<file path="config.mk">
export PLATFORM = sky130hd
export DESIGN_NAME = f1_lights_seq
export DESIGN_NICKNAME = d
export VERILOG_FILES = /design/src/rtl/f1_lights_seq.sv
export SDC_FILE = /design/constraint.sdc
export NUM_CORES = 1
export LEC_CHECK = 0
export ABC_AREA = 1
export BUFFER_PORTS_ARGS = -buffer_cell sky130_fd_sc_hd__buf_2
export CORE_MARGIN = 2
export CORE_UTILIZATION = 36
export CTS_CLUSTER_SIZE = 14
export DETAILED_ROUTE_END_ITERATION = 12
export GPL_ROUTABILITY_DRIVEN = 0
export SYNTH_ARGS = -nofsm -noshare
export SYNTH_HDL_FRONTEND = slang
export SYNTH_SLANG_ARGS = --single-unit
</file>
<file path="constraint.sdc">
create_clock -name clk -period 1.9 [get_ports clk]
set_clock_uncertainty 0.2 [all_clocks]
set_input_delay 0.19 -clock clk [delete_from_list [all_inputs] [get_ports clk]]
set_output_delay 0.19 -clock clk [all_outputs]
set_load 0.02 [all_outputs]
</file>
<file path="src/rtl/f1_lights_seq.sv">
// F1 start-light sequencer: fills the lamp bar one lamp per tick, holds for an LFSR-randomised number of ticks, then goes dark.
// Define F1_REACTION_EN to build the reaction-time timer and jump-start detection.
module f1_lights_seq #(
    parameter int unsigned N_LIGHTS    = 8,
    parameter int unsigned TICK_CYCLES = 1000,
    parameter int unsigned MIN_HOLD    = 2,
    parameter int unsigned HOLD_RAND_W = 3,
    parameter int unsigned RT_W        = 16
) (
    input  logic                clk,
    input  logic                rst,
    input  logic                trigger,
    input  logic                abort,
    input  logic                react,
    output logic [N_LIGHTS-1:0] lights,
    output logic                busy,
    output logic                go,
    output logic                rt_valid,
    output logic [RT_W-1:0]     reaction_time,
    output logic                jump_start
);
    localparam int unsigned     TC_W      = (TICK_CYCLES > 1) ? $clog2(TICK_CYCLES) : 1;
    localparam int unsigned     HC_W      = $clog2(MIN_HOLD + 256) + 1;
    localparam logic [15:0]     RAND_MASK = 16'((32'd1 << HOLD_RAND_W) - 32'd1);
    localparam logic [TC_W-1:0] TICK_LAST = TC_W'(TICK_CYCLES - 1);

`ifdef F1_REACTION_EN
    typedef enum logic [1:0] {IDLE, FILL, HOLD, TIMING} state_t;
`else
    typedef enum logic [1:0] {IDLE, FILL, HOLD} state_t;
`endif

    state_t              state_q, state_d;
    logic [TC_W-1:0]     tick_q, tick_d;
    logic [HC_W-1:0]     hold_q, hold_d;
    logic [N_LIGHTS-1:0] lights_q, lights_d;
    logic                busy_q;
    logic                go_q, go_d;
    logic                rtv_q, rtv_d;
    logic                js_q, js_d;
    logic [RT_W-1:0]     rt_q, rt_d;
    logic [15:0]         lfsr_q;
    logic                tick_end_c;
    logic [HC_W-1:0]     hold_load_c;
`ifdef F1_REACTION_EN
    logic [RT_W-1:0]     rtc_q, rtc_d;
`else
    logic                unused_react;
    assign unused_react = react;
`endif

    assign tick_end_c  = (tick_q == TICK_LAST);
    assign hold_load_c = HC_W'(MIN_HOLD) + HC_W'(lfsr_q & RAND_MASK);

    // Next-state and registered-output decode; abort overrides everything
    always_comb begin
        state_d  = state_q;
        tick_d   = '0;
        hold_d   = hold_q;
        lights_d = lights_q;
        go_d     = 1'b0;
        rtv_d    = 1'b0;
        js_d     = 1'b0;
        rt_d     = rt_q;
`ifdef F1_REACTION_EN
        rtc_d    = rtc_q;
`endif
        if (abort) begin
            state_d  = IDLE;
            lights_d = '0;
        end else begin
            case (state_q)
                IDLE: begin
                    lights_d = '0;
                    if (trigger) begin
                        state_d  = FILL;
                        lights_d = N_LIGHTS'(1);
                    end
                end
                FILL: begin
                    tick_d = tick_end_c ? '0 : tick_q + TC_W'(1);
                    if (tick_end_c) begin
                        if (&lights_q) begin
                            state_d = HOLD;
                            hold_d  = hold_load_c;
                        end else begin
                            lights_d = N_LIGHTS'({lights_q, 1'b1});
                        end
                    end
                end
                HOLD: begin
                    tick_d = tick_end_c ? '0 : tick_q + TC_W'(1);
                    if (tick_end_c) begin
                        hold_d = hold_q - HC_W'(1);
                        if (hold_q == HC_W'(1)) begin
                            lights_d = '0;
                            go_d     = 1'b1;
`ifdef F1_REACTION_EN
                            state_d  = TIMING;
                            rtc_d    = '0;
`else
                            state_d  = IDLE;
`endif
                        end
                    end
                end
`ifdef F1_REACTION_EN
                TIMING: begin
                    rtc_d = rtc_q + RT_W'(1);
                    if (react || (&rtc_q)) begin
                        rt_d    = rtc_q;
                        rtv_d   = 1'b1;
                        state_d = IDLE;
                    end
                end
`endif
                default: begin
                    state_d  = IDLE;
                    lights_d = '0;
                end
            endcase
`ifdef F1_REACTION_EN
            // A press before lights-out, even on the final hold tick, cancels the start
            if (react && (state_q == FILL || state_q == HOLD)) begin
                state_d  = IDLE;
                lights_d = '0;
                go_d     = 1'b0;
                js_d     = 1'b1;
                tick_d   = '0;
            end
`endif
        end
    end

    always_ff @(posedge clk) begin
        if (rst) begin
            state_q  <= IDLE;
            tick_q   <= '0;
            hold_q   <= '0;
            lights_q <= '0;
            busy_q   <= 1'b0;
            go_q     <= 1'b0;
            rtv_q    <= 1'b0;
            js_q     <= 1'b0;
            rt_q     <= '0;
`ifdef F1_REACTION_EN
            rtc_q    <= '0;
`endif
        end else begin
            state_q  <= state_d;
            tick_q   <= tick_d;
            hold_q   <= hold_d;
            lights_q <= lights_d;
            busy_q   <= (state_d != IDLE);
            go_q     <= go_d;
            rtv_q    <= rtv_d;
            js_q     <= js_d;
            rt_q     <= rt_d;
`ifdef F1_REACTION_EN
            rtc_q    <= rtc_d;
`endif
        end
    end

    // 16-bit Fibonacci LFSR, taps 16,14,13,11, free-running in every state
    always_ff @(posedge clk) begin
        if (rst) begin
            lfsr_q <= 16'hACE1;
        end else begin
            lfsr_q <= {lfsr_q[0] ^ lfsr_q[2] ^ lfsr_q[3] ^ lfsr_q[5], lfsr_q[15:1]};
        end
    end

    assign lights        = lights_q;
    assign busy          = busy_q;
    assign go            = go_q;
    assign rt_valid      = rtv_q;
    assign reaction_time = rt_q;
    assign jump_start    = js_q;

endmodule

</file>
# Word-level counts from Yosys, hierarchy flattened
# Cells that the tools add are included.
# totals
reg_bits	48
in_bits	5
output_inout_bits	28
wordCells	54
# op_classes
n_addsub	3
n_eq_ne	9
mux	18
n_bitwise	7
reduce_logical	10
# op_table
op	n
8-bit two-way mux	4
10-bit two-way mux	3
8-bit case mux with 3 select lines	1
10-bit case mux with 2 select lines	1
2-bit two-way mux	6
10-bit by 1-bit adder with 10-bit output (second input constant)	1
10-bit by 1-bit equality test with 1-bit output (second input constant)	1
10-bit equality test (second input constant)	1
2-bit inequality test (second input constant)	5
10-bit by 1-bit subtractor with 10-bit output (second input constant)	1
8-bit AND reduction	1
4-bit OR reduction	2
2-bit case mux with 3 select lines	1
5-bit AND reduction	1
2-bit by 3-bit adder with 4-bit output (first input constant)	1
1-bit NOT	4
4-bit AND reduction	1
2-bit nonzero test	2
2-bit OR reduction	2
1-bit bitwise XOR	3
2-bit by 1-bit equality test with 1-bit output (second input constant)	1
2-bit equality test (second input constant)	1
2-bit logical NOT	1
1-bit two-way mux	2

# Depth between registers and ports, before layout
# depth
ltp_word	6
ltp_mapped	12
ltp_nobuf	11

# Worst setup path after synthesis
# No wires, ideal clock.
# synth_timing
path_type	reg2reg
start	register state_q[0]
end	register busy_q (netlist: busy)
setup_time_ns	0.113
arrival_time_ns	1.305
required_ns	1.587
path_slack_ns	0.281
path_stages_with_launch	13
n_path_buf	2
period_less_slack_ns	1.619
path_cell_list	dfxtp_1 -> inv_1 -> ha_1 -> buf_4 -> inv_1 -> nand2_2 -> nand2_4 -> buf_12 -> nand2_1 -> nor2_2 -> nor2_2 -> inv_1 -> nand2_1
# synth_via
elab_chain_len	5
word_cells_on_any_way	11
classes_between	2 x eq/ne; 7 x mux; 2 x reduce/logical
# synth_lines
item	line	source
start, declared	33	state_t state_q, state_d;
start signal, assigned	150	state_q <= state_d;
2-bit two-way mux (on tied branches)	95, 83	
2-bit two-way mux (on tied branches)	93, 82	
2-bit case mux with 3 select lines *	72	case (state_q)
2-bit two-way mux *	68	if (abort) begin
2-bit nonzero test *	154	busy_q <= (state_d != IDLE);
end signal, assigned	154	
end, declared	37	logic busy_q;
# Every way passes the cells marked *; elsewhere a longest branch is shown, timed or not.
# A chain may end at the register's enable or synchronous reset.

# Worst setup path in the final report
# layout_timing
start	register state_q[0]
end	register hold_q[9]
# layout_via
elab_chain_len	3
word_cells_on_any_way	8
classes_between	5 x eq/ne; 1 x mux; 2 x reduce/logical
# layout_lines
item	line	source
2-bit by 1-bit equality test with 1-bit output / 2-bit equality test (equally long branches)	72	
2-bit inequality test (no source line) / 2-bit nonzero test (equally long branches)	-	
5-bit AND reduction (no source line)	-	
end signal, assigned	152	hold_q <= hold_d;
end, declared	35	logic [HC_W-1:0] hold_q, hold_d;
# Several ways; a longest one is shown, not always the timed one.

==> impl_metrics.ini <==
[cells_and_area]
syn2layout_area_growth_pct = 9.20
fillers = 676
layout_common_cells = nand2_1 (67), dfxtp_1 (47), nor2_1 (41), inv_1 (38), a21oi_1 (22)
instances_no_fill = 421
diodes = 0
seqCellArea_um2 = 962
drive_above_1_share = 0.169
layout.nets = 356
final_common_cell = nand2_1
multi_input_area_um2 = 1180

[clocking]
path_clk_slew_ns = 0.10
clkLatencyLatePin_ns = 0.31
cts_htree_levels = 2
root_buffer = clkbuf_8
cts_setup_buffers = 0
cts_tree = done
cts_sinks = 48
clockBufferDepth = 2
numCtsBuffers = 5

[timing]
fin_tns_setup_ns = 0
period_share = 0.922
drv_slew = 0
max_freq_ghz = 0.571
min_period_ns = 1.75
layout_setup_ws_ns = 0.149
finalSetupViolations = 0
finalHoldViolCount = 0

[die]
io_pins = 33
coreArea_um2 = 6460
fp.dieW_um = 86.2
start_util = 0.377
fp.dieArea_um2 = 7440
rows = 29
fp.dieH_um = 86.2

[detailed_routing]
initialDrtViolationCount = 64
vias = 1878
drcViolationCount = 0
vias_per_cell = 4.46
routedWlPerCell_um = 9.87
dr.pass1.iters = 4
antenna_left = 0
routed_wl_mm = 4.16

[worst_setup_path]
crit_buf_inv = 2
crit_path_max_incr_delay_ns = 0.37
critPathTopFamily = simple AND/OR/NAND/NOR gates
path_max_fanout = 10
critPathSlowestCell = dfxtp_1
arrival_ns = 1.80
crit_chain = inv_1, ha_1, nand2_1, a21oi_4, nand2_2, buf_4, nor2_4, nor2_1, nor2_1
critPathRequiredTime_ns = 1.95
cp_common_cell = nor2_1
start_kind = flop
criticalPathCategory = flop to flop
end_kind = flop

[grt]
grt_pass1_wl_mm = 7.38
antenna_found_initial = 0
grt_max_degree = 27
overflow = 0
grt_pass1_vias = 1720
grt_usage = 0.122

[pwr]
power_frac_seq = 0.499
power_switching_uw = 482
swShare = 0.231
p_int_uw = 1610
ir_drop_mv = 0.455
pwr-share-clk = 0.428
power.density_nw_per_um2 = 786
power.leakage_uw = 0.00118
p_comb_frac = 0.073

[logic_synthesis]
ys_warn_count = 0
synthCells = 324
syn_avg_cell_area_um2 = 7.51
synth_area_um2 = 2430
seq_area_frac_synth = 0.395
synth.distinct_cells = 36
ys_ff_latch = 48

[placement]
io_buffers = 13
placed_cells = 412
place_hpwl_mm = 2.98
dpl_worst_slack_ns = 0.110

[worst_hold_path]
hp-class = input port to flop

[outcome]
status = finished, final reports clean

[job]
maxCapViolCount = 0
[cells in the mapped netlist]
cell type | instances | share of area
or2_2 | 7 | 0.018
nand3_1 | 13 | 0.027
nor4_1 | 1 | 0.0026
inv_1 | 38 | 0.059
nand2_4 | 2 | 0.0092
nor2_4 | 3 | 0.014
ha_1 | 8 | 0.041
nand2_1 | 67 | 0.10
clkinv_1 | 1 | 0.0015
clkbuf_1 | 1 | 0.0015
nand2_2 | 4 | 0.010
buf_4 | 20 | 0.062
buf_6 | 2 | 0.0092
mux2i_1 | 1 | 0.0041
nand3b_1 | 2 | 0.0062
nor3b_1 | 1 | 0.0031
nand4_1 | 9 | 0.023
o21bai_1 | 1 | 0.0031
nor2_1 | 42 | 0.065
a21oi_1 | 22 | 0.045
xor2_1 | 3 | 0.011
nor3_2 | 1 | 0.0041
o21ai_0 | 6 | 0.012
dfxtp_1 | 48 | 0.39
nor2_2 | 4 | 0.010
inv_2 | 3 | 0.0046
conb_1 | 1 | 0.0015
nand3_2 | 1 | 0.0041
o21a_1 | 1 | 0.0031
buf_2 | 1 | 0.0021
a21oi_4 | 1 | 0.0067
buf_12 | 1 | 0.0082
xnor2_1 | 2 | 0.0072
nor3_1 | 3 | 0.0062
nand3_4 | 2 | 0.014
a31oi_1 | 1 | 0.0026
[final timing paths]
kind,from,end,slack [ns],depth (start not counted)
setup / recovery,state_q[0],hold_q[9],0.15,9
hold / removal,rst,lights[0],0.02,4
setup reg to reg,state_q[0],hold_q[9],0.15,9
hold reg to reg,lfsr_q[13],lfsr_q[12],0.21,2
[stage by stage]
step	hold WS [ns]	util	instance area, um2	power (uW)
detailed placement	0.196	0.388	2500	1220
floorplan	0.184	-	2500	1220
finish	0.0193	0.412	2660	2090
global route	0.0236	0.412	2660	2190
CTS	0.00775	0.411	2650	2130
global placement	0.190	0.388	2500	1220
[what timing repair did]
| action | CTS | global route |
|---|---|---|
| setup endpoints to repair | 0 | 10 |
| hold buffers | 1 | 0 |
| resized for setup | 0 | 4 |
| endpoints found under the hold margin | 1 | 0 |
[flip-flops by register name (all words and copies together), names as in the netlist]
name     count
tick_q      10
lights       8
lfsr_q      16
go           1
busy         1
hold_q      10
state_q      2
[worst register-to-register path, cell delays in order (launching register included)]
cell,delay [ns]
dfxtp_1,0.37
inv_1,0.08
ha_1,0.31
nand2_1,0.11
a21oi_4,0.14
nand2_2,0.08
buf_4,0.19
nor2_4,0.10
nor2_1,0.04
nor2_1,0.07
[power groups by stage]
stage | sequential (uW) | clock, uW | combinational (uW)
after CTS | 1040 | 933 | 152
after floorplan | 1070 | 0 | 155
final | 1040 | 895 | 152
after detailed placement | 1070 | 0 | 150
after global placement | 1070 | 0 | 149
after global routing | 1050 | 968 | 174
[layout make-up]
cell class | instances | share of cell area
clock inverter | 3 | 0.0259
sequential | 48 | 0.362
tap | 77 | 0.0362
clock buffer | 5 | 0.0259
inverter | 42 | 0.0607
timing repair buffer | 20 | 0.0452
multi-input combinational | 226 | 0.444
[cells by family (layout without fill, tap and decap cells)]
kind of cell               count (synthesis)  count (layout)  synth area share
AOI/OAI and AO/OA                         32              32            0.0730
and+or+nand+nor                          162             162             0.320
muxes                                      1               1           0.00411
xor gates and xnor gates                   5               5            0.0180
other                                      1              18           0.00154
adders and majority gates                  8               8            0.0411
DFF                                       48              48             0.395
buffers and inverters                     67              70             0.147
[routing by layer]
layer  vias to the layer above  part of all wire  global-route usage  wire length, um
met2                        39              0.44               0.195             1830
met1                       826              0.51               0.160             2110
met5                         -                 0                   0                0
li1                       1011                 -                   -                -
met4                         0            0.0060              0.0426               25
met3                         2             0.046              0.0324              193
(Power assumes the default switching activity.)
